--- config.mk ---
export PLATFORM = sky130hd
export DESIGN_NAME = jtag_tap_param_flat
export DESIGN_NICKNAME = d
export VERILOG_FILES = /design/src/rtl/jtag_tap_pkg.sv /design/src/rtl/jtag_tap_param_if.sv /design/src/rtl/jtag_tap_fsm.sv /design/src/rtl/jtag_tap_param.sv /design/src/flat_wrapper.sv
export SDC_FILE = /design/constraint.sdc
export NUM_CORES = 1
export LEC_CHECK = 0
export CORE_MARGIN = 8
export CORE_UTILIZATION = 40
export CTS_CLUSTER_SIZE = 14
export DETAILED_ROUTE_END_ITERATION = 16
export GPL_TIMING_DRIVEN = 1
export PLACE_DENSITY = 0.7
export SYNTH_ARGS = -nofsm -noshare
export SYNTH_HDL_FRONTEND = slang
export SYNTH_SLANG_ARGS = --single-unit
export TNS_END_PERCENT = 1
--- constraint.sdc ---
create_clock -name clk -period 2.04 [get_ports clk]
set_input_delay 0.306 -clock clk [delete_from_list [all_inputs] [get_ports clk]]
set_output_delay 0.306 -clock clk [all_outputs]
set_load 0.005 [all_outputs]
--- src/rtl/jtag_tap_pkg.sv ---
// jtag_tap_pkg: shared TAP definitions.
//   tap_state_e   - 4-bit TAP state codes (IEEE 1149.1 encoding used by the
//                   previous generated core, so state dumps stay comparable)
//   OP_*          - fixed opcodes; user data register k decodes at OP_TDR_BASE+k
package jtag_tap_pkg;

   typedef enum logic [3:0] {
      TLR    = 4'hF,
      RTI    = 4'hC,
      SEL_DR = 4'h7,
      CAP_DR = 4'h6,
      SH_DR  = 4'h2,
      EX1_DR = 4'h1,
      PA_DR  = 4'h3,
      EX2_DR = 4'h0,
      UPD_DR = 4'h5,
      SEL_IR = 4'h4,
      CAP_IR = 4'hE,
      SH_IR  = 4'hA,
      EX1_IR = 4'h9,
      PA_IR  = 4'hB,
      EX2_IR = 4'h8,
      UPD_IR = 4'hD
   } tap_state_e;

   localparam int unsigned OP_BYPASS   = 0;
   localparam int unsigned OP_IDCODE   = 1;
   localparam int unsigned OP_TDR_BASE = 2;

endpackage

--- src/rtl/jtag_tap_param_if.sv ---
// jtag_tap_param_if: pin-wrapper / user-logic side of the TAP.
//   tms, tdi, tdr_in                 - into the TAP
//   tdo, tdo_en, tdr_out, *_stb,
//   state, instruction, in_tlr       - out of the TAP
// slave = TAP side, master = wrapper/user-logic side.
interface jtag_tap_param_if #(
   parameter int unsigned IR_W    = 4,
   parameter int unsigned NUM_TDR = 3,
   parameter int unsigned TDR_W   = 8
);
   logic                     tms;
   logic                     tdi;
   logic                     tdo;
   logic                     tdo_en;
   logic [NUM_TDR*TDR_W-1:0] tdr_in;
   logic [NUM_TDR*TDR_W-1:0] tdr_out;
   logic [NUM_TDR-1:0]       capture_stb;
   logic [NUM_TDR-1:0]       update_stb;
   logic [3:0]               state;
   logic [IR_W-1:0]          instruction;
   logic                     in_tlr;

   modport master (
      output tms, tdi, tdr_in,
      input  tdo, tdo_en, tdr_out, capture_stb, update_stb, state, instruction, in_tlr
   );

   modport slave (
      input  tms, tdi, tdr_in,
      output tdo, tdo_en, tdr_out, capture_stb, update_stb, state, instruction, in_tlr
   );
endinterface

--- src/rtl/jtag_tap_fsm.sv ---
// jtag_tap_fsm: 16-state TAP controller.
//   clk, rst   - TCK and async active-high reset (resets to TLR)
//   tms        - test mode select
//   state      - current state; state_nxt - state after this edge
//   tlr, cap_*, sh_*, upd_* - decoded flags of the current state
module jtag_tap_fsm
   import jtag_tap_pkg::*;
(
   input  logic       clk,
   input  logic       rst,
   input  logic       tms,
   output tap_state_e state,
   output tap_state_e state_nxt,
   output logic       tlr,
   output logic       cap_dr,
   output logic       sh_dr,
   output logic       upd_dr,
   output logic       cap_ir,
   output logic       sh_ir,
   output logic       upd_ir
);

   always_ff @(posedge clk or posedge rst) begin
      if (rst) state <= TLR;
      else     state <= state_nxt;
   end

   always_comb begin
      state_nxt = TLR;
      case (state)
         TLR:    state_nxt = tms ? TLR    : RTI;
         RTI:    state_nxt = tms ? SEL_DR : RTI;
         SEL_DR: state_nxt = tms ? SEL_IR : CAP_DR;
         CAP_DR: state_nxt = tms ? EX1_DR : SH_DR;
         SH_DR:  state_nxt = tms ? EX1_DR : SH_DR;
         EX1_DR: state_nxt = tms ? UPD_DR : PA_DR;
         PA_DR:  state_nxt = tms ? EX2_DR : PA_DR;
         EX2_DR: state_nxt = tms ? UPD_DR : SH_DR;
         UPD_DR: state_nxt = tms ? SEL_DR : RTI;
         SEL_IR: state_nxt = tms ? TLR    : CAP_IR;
         CAP_IR: state_nxt = tms ? EX1_IR : SH_IR;
         SH_IR:  state_nxt = tms ? EX1_IR : SH_IR;
         EX1_IR: state_nxt = tms ? UPD_IR : PA_IR;
         PA_IR:  state_nxt = tms ? EX2_IR : PA_IR;
         EX2_IR: state_nxt = tms ? UPD_IR : SH_IR;
         UPD_IR: state_nxt = tms ? SEL_DR : RTI;
         default: state_nxt = TLR;
      endcase
   end

   assign tlr    = (state == TLR);
   assign cap_dr = (state == CAP_DR);
   assign sh_dr  = (state == SH_DR);
   assign upd_dr = (state == UPD_DR);
   assign cap_ir = (state == CAP_IR);
   assign sh_ir  = (state == SH_IR);
   assign upd_ir = (state == UPD_IR);

endmodule

--- src/rtl/jtag_tap_param.sv ---
// jtag_tap_param: parametrised 1149.1 TAP with IR, BYPASS, IDCODE and
// NUM_TDR user data registers of TDR_W bits.
//   clk, rst - TCK, async active-high reset
//   bus      - slave modport: tms/tdi/tdr_in in; tdo, tdo_en, tdr_out,
//              capture_stb, update_stb, state, instruction, in_tlr out
module jtag_tap_param
   import jtag_tap_pkg::*;
#(
   parameter int unsigned IR_W           = 4,
   parameter int unsigned NUM_TDR        = 3,
   parameter int unsigned TDR_W          = 8,
   parameter logic [31:0] IDCODE_VAL     = 32'h1000_0001,
   parameter bit          TLR_CLEARS_TDR = 1'b0
) (
   input logic               clk,
   input logic               rst,
   jtag_tap_param_if.slave   bus
);

   localparam int unsigned DR_W = (TDR_W > 32) ? TDR_W : 32;
   localparam int unsigned DW   = $clog2(DR_W);

   tap_state_e st, st_nxt;
   logic f_tlr, f_cap_dr, f_sh_dr, f_upd_dr, f_cap_ir, f_sh_ir, f_upd_ir;

   jtag_tap_fsm u_fsm (
      .clk       (clk),
      .rst       (rst),
      .tms       (bus.tms),
      .state     (st),
      .state_nxt (st_nxt),
      .tlr       (f_tlr),
      .cap_dr    (f_cap_dr),
      .sh_dr     (f_sh_dr),
      .upd_dr    (f_upd_dr),
      .cap_ir    (f_cap_ir),
      .sh_ir     (f_sh_ir),
      .upd_ir    (f_upd_ir)
   );

   logic [IR_W-1:0]               ir_sr, instr;
   logic [DR_W-1:0]               dr_sr, dr_cap, dr_shift;
   logic [DW-1:0]                 msb;      // L-1 of the selected register
   logic [NUM_TDR-1:0][TDR_W-1:0] tdr_q;
   logic [NUM_TDR-1:0]            sel_tdr, upd_stb_q;
   logic                          sel_idcode;

   // Instruction decode; unlisted codes (including all-ones) fall to BYPASS.
   always_comb begin
      sel_tdr = '0;
      for (int k = 0; k < NUM_TDR; k++)
         sel_tdr[k] = (instr == IR_W'(OP_TDR_BASE + k)) && (instr != '1);
      sel_idcode = (instr == IR_W'(OP_IDCODE));
   end

   // Capture value and active length; BYPASS is the all-zero default.
   always_comb begin
      dr_cap = '0;
      msb    = '0;
      if (sel_idcode) begin
         dr_cap = DR_W'(IDCODE_VAL);
         msb    = DW'(31);
      end
      for (int k = 0; k < NUM_TDR; k++) begin
         if (sel_tdr[k]) begin
            dr_cap = DR_W'(bus.tdr_in[k*TDR_W +: TDR_W]);
            msb    = DW'(TDR_W - 1);
         end
      end
   end

   // tdi enters at bit L-1; bits above that are don't-care.
   always_comb begin
      dr_shift      = {1'b0, dr_sr[DR_W-1:1]};
      dr_shift[msb] = bus.tdi;
   end

   always_ff @(posedge clk or posedge rst) begin
      if (rst) begin
         ir_sr     <= '0;
         instr     <= IR_W'(OP_IDCODE);
         dr_sr     <= '0;
         tdr_q     <= '0;
         upd_stb_q <= '0;
      end else begin
         upd_stb_q <= '0;

         if (f_cap_ir)     ir_sr <= IR_W'(1);
         else if (f_sh_ir) ir_sr <= {bus.tdi, ir_sr[IR_W-1:1]};

         // Load IDCODE on the edge entering TLR so it is visible with the state.
         if (st_nxt == TLR) instr <= IR_W'(OP_IDCODE);
         else if (f_upd_ir) instr <= ir_sr;

         if (f_cap_dr)     dr_sr <= dr_cap;
         else if (f_sh_dr) dr_sr <= dr_shift;

         if (TLR_CLEARS_TDR && st_nxt == TLR) begin
            tdr_q <= '0;
         end else if (f_upd_dr) begin
            for (int k = 0; k < NUM_TDR; k++) begin
               if (sel_tdr[k]) begin
                  tdr_q[k]     <= dr_sr[TDR_W-1:0];
                  upd_stb_q[k] <= 1'b1;
               end
            end
         end
      end
   end

   assign bus.tdo         = f_sh_dr ? dr_sr[0] : (f_sh_ir ? ir_sr[0] : 1'b0);
   assign bus.tdo_en      = f_sh_dr | f_sh_ir;
   assign bus.tdr_out     = tdr_q;
   assign bus.capture_stb = f_cap_dr ? sel_tdr : '0;
   assign bus.update_stb  = upd_stb_q;
   assign bus.state       = st;
   assign bus.instruction = instr;
   assign bus.in_tlr      = f_tlr;

endmodule

--- src/flat_wrapper.sv ---
// flat-port wrapper written by rule: the top's interface ports become plain ports
module jtag_tap_param_flat import jtag_tap_pkg::*;
#(
   parameter int unsigned IR_W           = 4,
   parameter int unsigned NUM_TDR        = 3,
   parameter int unsigned TDR_W          = 8,
   parameter logic [31:0] IDCODE_VAL     = 32'h1000_0001,
   parameter bit          TLR_CLEARS_TDR = 1'b0
)
  (clk, rst, bus_tms, bus_tdi, bus_tdr_in, bus_tdo, bus_tdo_en, bus_tdr_out, bus_capture_stb, bus_update_stb, bus_state, bus_instruction, bus_in_tlr);
  jtag_tap_param_if #(.IR_W(IR_W), .NUM_TDR(NUM_TDR), .TDR_W(TDR_W)) bus_i ();
  input logic clk;
  input logic rst;
  input wire logic [$bits(bus_i.tms)-1:0] bus_tms;
  input wire logic [$bits(bus_i.tdi)-1:0] bus_tdi;
  input wire logic [$bits(bus_i.tdr_in)-1:0] bus_tdr_in;
  output wire logic [$bits(bus_i.tdo)-1:0] bus_tdo;
  output wire logic [$bits(bus_i.tdo_en)-1:0] bus_tdo_en;
  output wire logic [$bits(bus_i.tdr_out)-1:0] bus_tdr_out;
  output wire logic [$bits(bus_i.capture_stb)-1:0] bus_capture_stb;
  output wire logic [$bits(bus_i.update_stb)-1:0] bus_update_stb;
  output wire logic [$bits(bus_i.state)-1:0] bus_state;
  output wire logic [$bits(bus_i.instruction)-1:0] bus_instruction;
  output wire logic [$bits(bus_i.in_tlr)-1:0] bus_in_tlr;
  assign bus_i.tms = bus_tms;
  assign bus_i.tdi = bus_tdi;
  assign bus_i.tdr_in = bus_tdr_in;
  assign bus_tdo = bus_i.tdo;
  assign bus_tdo_en = bus_i.tdo_en;
  assign bus_tdr_out = bus_i.tdr_out;
  assign bus_capture_stb = bus_i.capture_stb;
  assign bus_update_stb = bus_i.update_stb;
  assign bus_state = bus_i.state;
  assign bus_instruction = bus_i.instruction;
  assign bus_in_tlr = bus_i.in_tlr;
  jtag_tap_param #(.IR_W(IR_W), .NUM_TDR(NUM_TDR), .TDR_W(TDR_W), .IDCODE_VAL(IDCODE_VAL), .TLR_CLEARS_TDR(TLR_CLEARS_TDR)) u_core (.clk(clk), .rst(rst), .bus(bus_i));
endmodule
==> impl_results.rst <==
.. list-table::
   :header-rows: 1

   * - Metric
     - Value
   * - I/O pins
     - 69
   * - Number of flops mapped to enable cells by yosys
     - 0
   * - Worst Clk Skew
     - 9.11 ps
   * - Crit path kind
     - flop to output pin
   * - Global-route track usage on met3
     - 0.0411
   * - Antenna violations before repair
     - 0
   * - Clock insertion delay at the later pin of the skew report
     - 340 ps
   * - Proportion of power drawn by flip-flops and latches
     - 0.406
   * - Sequential cell area
     - around 0.0018 sq mm
   * - Number of nets in the layout
     - approximately 420
   * - Clock network power share
     - 0.215
   * - Grt total ovfl
     - 0
   * - Total Neg Setup Slack
     - -19.1 ps
   * - Worst Setup End Kind
     - output pin
   * - Clock tree from TritonCTS
     - yes
   * - Count of final hold-check violations
     - 0
   * - Fraction of layout cells with a size suffix above 1
     - 0.173
   * - CTS Buffer Depth
     - 2
   * - Antenna Nets Post-Route
     - 0
   * - CP Launch Type
     - flop
   * - Total standard cell area after synthesis
     - 0.00327 sq mm
   * - Starting Density
     - 0.404
   * - Port Buffers
     - just under 70
   * - Commonest cells after routing, fill and taps aside
     - dfrtp_1 (65), clkdlybuf4s50_1 (62), o21ai_0 (37), nand2_1 (36), nand2b_1 (26)
   * - Switching power summed over all nets
     - between 1.5 and 2 mW
   * - Post-CTS clock slew at the launch and capture registers of the worst setup and hold paths
     - 70 ps
   * - Post-route total power
     - ~5.0 mW
   * - Most common cell after layout, fill and taps aside
     - dfrtp_1
   * - Gr busiest metal
     - met2
   * - Post-route DRC violation count
     - 0
   * - Num rows
     - 33
   * - Transition at the pin with the smallest max-transition slack
     - 521 ps
   * - Violated checks
     - setup timing
   * - List of cells traversed by the critical path
     - nand2b_1, nor2_4, nand2_1, nor4_1, dlygate4sd2_1
   * - Number of DRC markers after the initial detailed-route iteration
     - 90
   * - Number of H-tree levels
     - 3
   * - Highest achievable clock rate
     - 486 MHz
   * - Largest voltage drop on the vdd net
     - 0.747 mV
   * - Global-route wire length before repair
     - 12,900 um
   * - Floorplan core area
     - 0.00809 sq mm
   * - Worst path slowest cell
     - dfstp_2
   * - Async SR Flop Fraction
     - 1.00
   * - Path class of the lowest-slack min-delay path
     - primary input to asynchronous set/reset pin
   * - Die footprint
     - between 0.01 and 0.015 sq mm
   * - Met2 global-route usage
     - 0.205
   * - Weighted congestion reported at the end of routability-driven placement
     - 0.787
   * - Highest net fanout along the worst path
     - 3
   * - Worst-case headroom to the max-slew limit
     - 0.653
   * - Total track usage
     - 0.141
   * - Pin count of the biggest net entering global routing
     - 72
   * - Internal power of the cells
     - ~3.4 mW
   * - Vert. Die Dim
     - 106 um
   * - Register area share after synthesis
     - 0.545
   * - Drt pass-1 iters
     - 4
   * - Root buffer cell
     - clkbuf_8
   * - Number of cell instances on the worst register-to-register path
     - 4
   * - Flip-flop and latch count after synthesis
     - 71
   * - Via count of the first global-routing pass
     - between 2,000 and 3,000
   * - Final worst-path cycle share
     - 1.01
   * - Post-layout minimum cycle time
     - 2060 ps
   * - Reported max-cap violation count
     - 0
   * - Setup violations, final
     - 1
   * - Total area of multi-input combinational cells
     - 0.00139 sq mm
   * - Status
     - finished, violations left
   * - Post-Syn Nets
     - ~340
   * - Post-route worst setup slack
     - -19.1 ps
   * - Number of vias per cell after detailed routing
     - 5.09
   * - Filler cell count
     - between 700 and 800
   * - Critical path required time
     - 1730 ps
   * - CTS sink count
     - 71
   * - Number of hold buffers added after CTS
     - 0
   * - Post-DP HPWL
     - 5380 um
   * - Distinct cells, synth
     - 38
   * - Count of buffer and inverter cells on the critical path
     - 1
   * - Width of the die
     - roughly 110 um
   * - Via count
     - 2,534
   * - Final wirelength
     - 7690 um
   * - Leakage Power
     - 1.97 nW
   * - Ys flop type
     - dfrtp_1
   * - Net Sw Frac
     - 0.327
   * - Met1 usage in global routing
     - 0.189
   * - Inserted Clock Buffers
     - 9
   * - Area growth syn-to-layout
     - 33.5%
   * - Drt wl/cell
     - 15.4 um
   * - Final number of max-transition violations
     - 0
   * - Synth Warn #
     - 0
   * - Ant diodes
     - 0
   * - Pwr/cell area
     - around 1100 mW/mm^2
   * - CP Depth
     - 5
   * - Category of cells accounting for the largest share of critical-path delay
     - simple AND/OR/NAND/NOR gates
   * - WP data arrival
     - around 1800 ps
   * - Comb pwr share
     - 0.379
   * - Crit path largest cell delay
     - 540 ps
   * - Cells after synthesis
     - 315
   * - Average size of a mapped cell
     - 10.4 sq um
flip-flops by register name, summed over array words and instances (netlist names):
signal / cells
u_core.bus.instruction: 4
u_core.bus.tdr_out: 24
u_core.bus.update_stb: 3
u_core.dr_sr: 32
u_core.ir_sr: 4
u_core.u_fsm.state: 4
synth_stat cells, drive strengths merged (5+ instances only):
| cell | instances | area share |
|---|---|---|
| mux2i | 5 | 0.015 |
| dfrtp | 66 | 0.50 |
| inv | 6 | 0.0069 |
| nor3b | 6 | 0.014 |
| nand2b | 26 | 0.050 |
| nand2 | 37 | 0.042 |
| mux2 | 25 | 0.086 |
| a2bb2oi | 7 | 0.019 |
| nor2 | 14 | 0.016 |
| dfstp | 5 | 0.040 |
| o21ai | 38 | 0.058 |
| clkbuf | 19 | 0.022 |
| a21oi | 10 | 0.015 |
| a22oi | 6 | 0.014 |
stage by stage:
stage          utilization  hold slack, ps  cell area, sq um  worst slack, ps  std cells
5_1_grt              0.540             454              4370            -72.9        498
3_3_place_gp         0.510             462              4130              182        481
2_1_floorplan            -             368              3280              161        315
3_5_place_dp         0.510             472              4130              132        481
4_1_cts              0.534             419              4330             -158        496
6_report             0.540             416              4370            -19.1        498
layout make-up:
class | instances | share of cell area
Sequential cell | 71 | 0.409
Clock buffer | 12 | 0.0332
Inverter | 6 | 0.00602
Tap cell | 105 | 0.0301
Multi-Input combinational cell | 215 | 0.319
Clock inverter | 3 | 0.0100
Timing Repair Buffer | 86 | 0.192
power by group through the flow:
| stage | Combinational (mW) | Clock, mW | Sequential, mW |
|---|---|---|---|
| finish | 1.90 | 1.08 | 2.03 |
| global placement | 1.83 | 0 | 2.02 |
| global route | 2.10 | 1.17 | 2.09 |
| CTS | 1.88 | 1.11 | 2.02 |
| floorplan | 1.13 | 0 | 1.95 |
| detailed placement | 1.87 | 0 | 2.04 |
worst min-delay path: stages:
cell and delay [ps]:
clkdlybuf4s50_1 440, clkinvlp_4 100, buf_12 320
routing by layer:
| layer | up-vias | part of all wire |
|---|---|---|
| li1 | 1240 | - |
| met1 | 1206 | 0.48 |
| met2 | 77 | 0.43 |
| met3 | 11 | 0.075 |
| met4 | 0 | 0.019 |
| met5 | - | 0 |
kinds of logic (layout without fill, tap and decap cells):
family / after synthesis / count (layout) / synth area share
compound gates: 74 / 74 / 0.139
buf+inv: 29 / 107 / 0.0344
flops: 71 / 71 / 0.545
mux: 30 / 30 / 0.101
simple gates: 111 / 111 / 0.180
final timing paths:
check                                            from                         to  slack [ps]
worst max register to register  u_core.u_fsm.state[2]      u_core.bus.tdr_out[4]         180
worst min register to register       u_core.dr_sr[18]           u_core.dr_sr[18]         490
max in group asynchronous                         rst  u_core.bus.instruction[0]        1280
min in group clk                     u_core.dr_sr[18]           u_core.dr_sr[18]         490
worst min-delay path                              rst   u_core.bus.update_stb[0]         420
worst max-delay path            u_core.u_fsm.state[1]         bus_capture_stb[1]         -20
what timing repair did:
action / in CTS / in global routing
setup endpoints to repair: 6 / 4
hold endpoints to repair: 0 / 0
resized for setup: 8 / 7
buffers inserted: 0 / 2
pin swaps: 0 / 0
(Power assumes the default switching activity.)
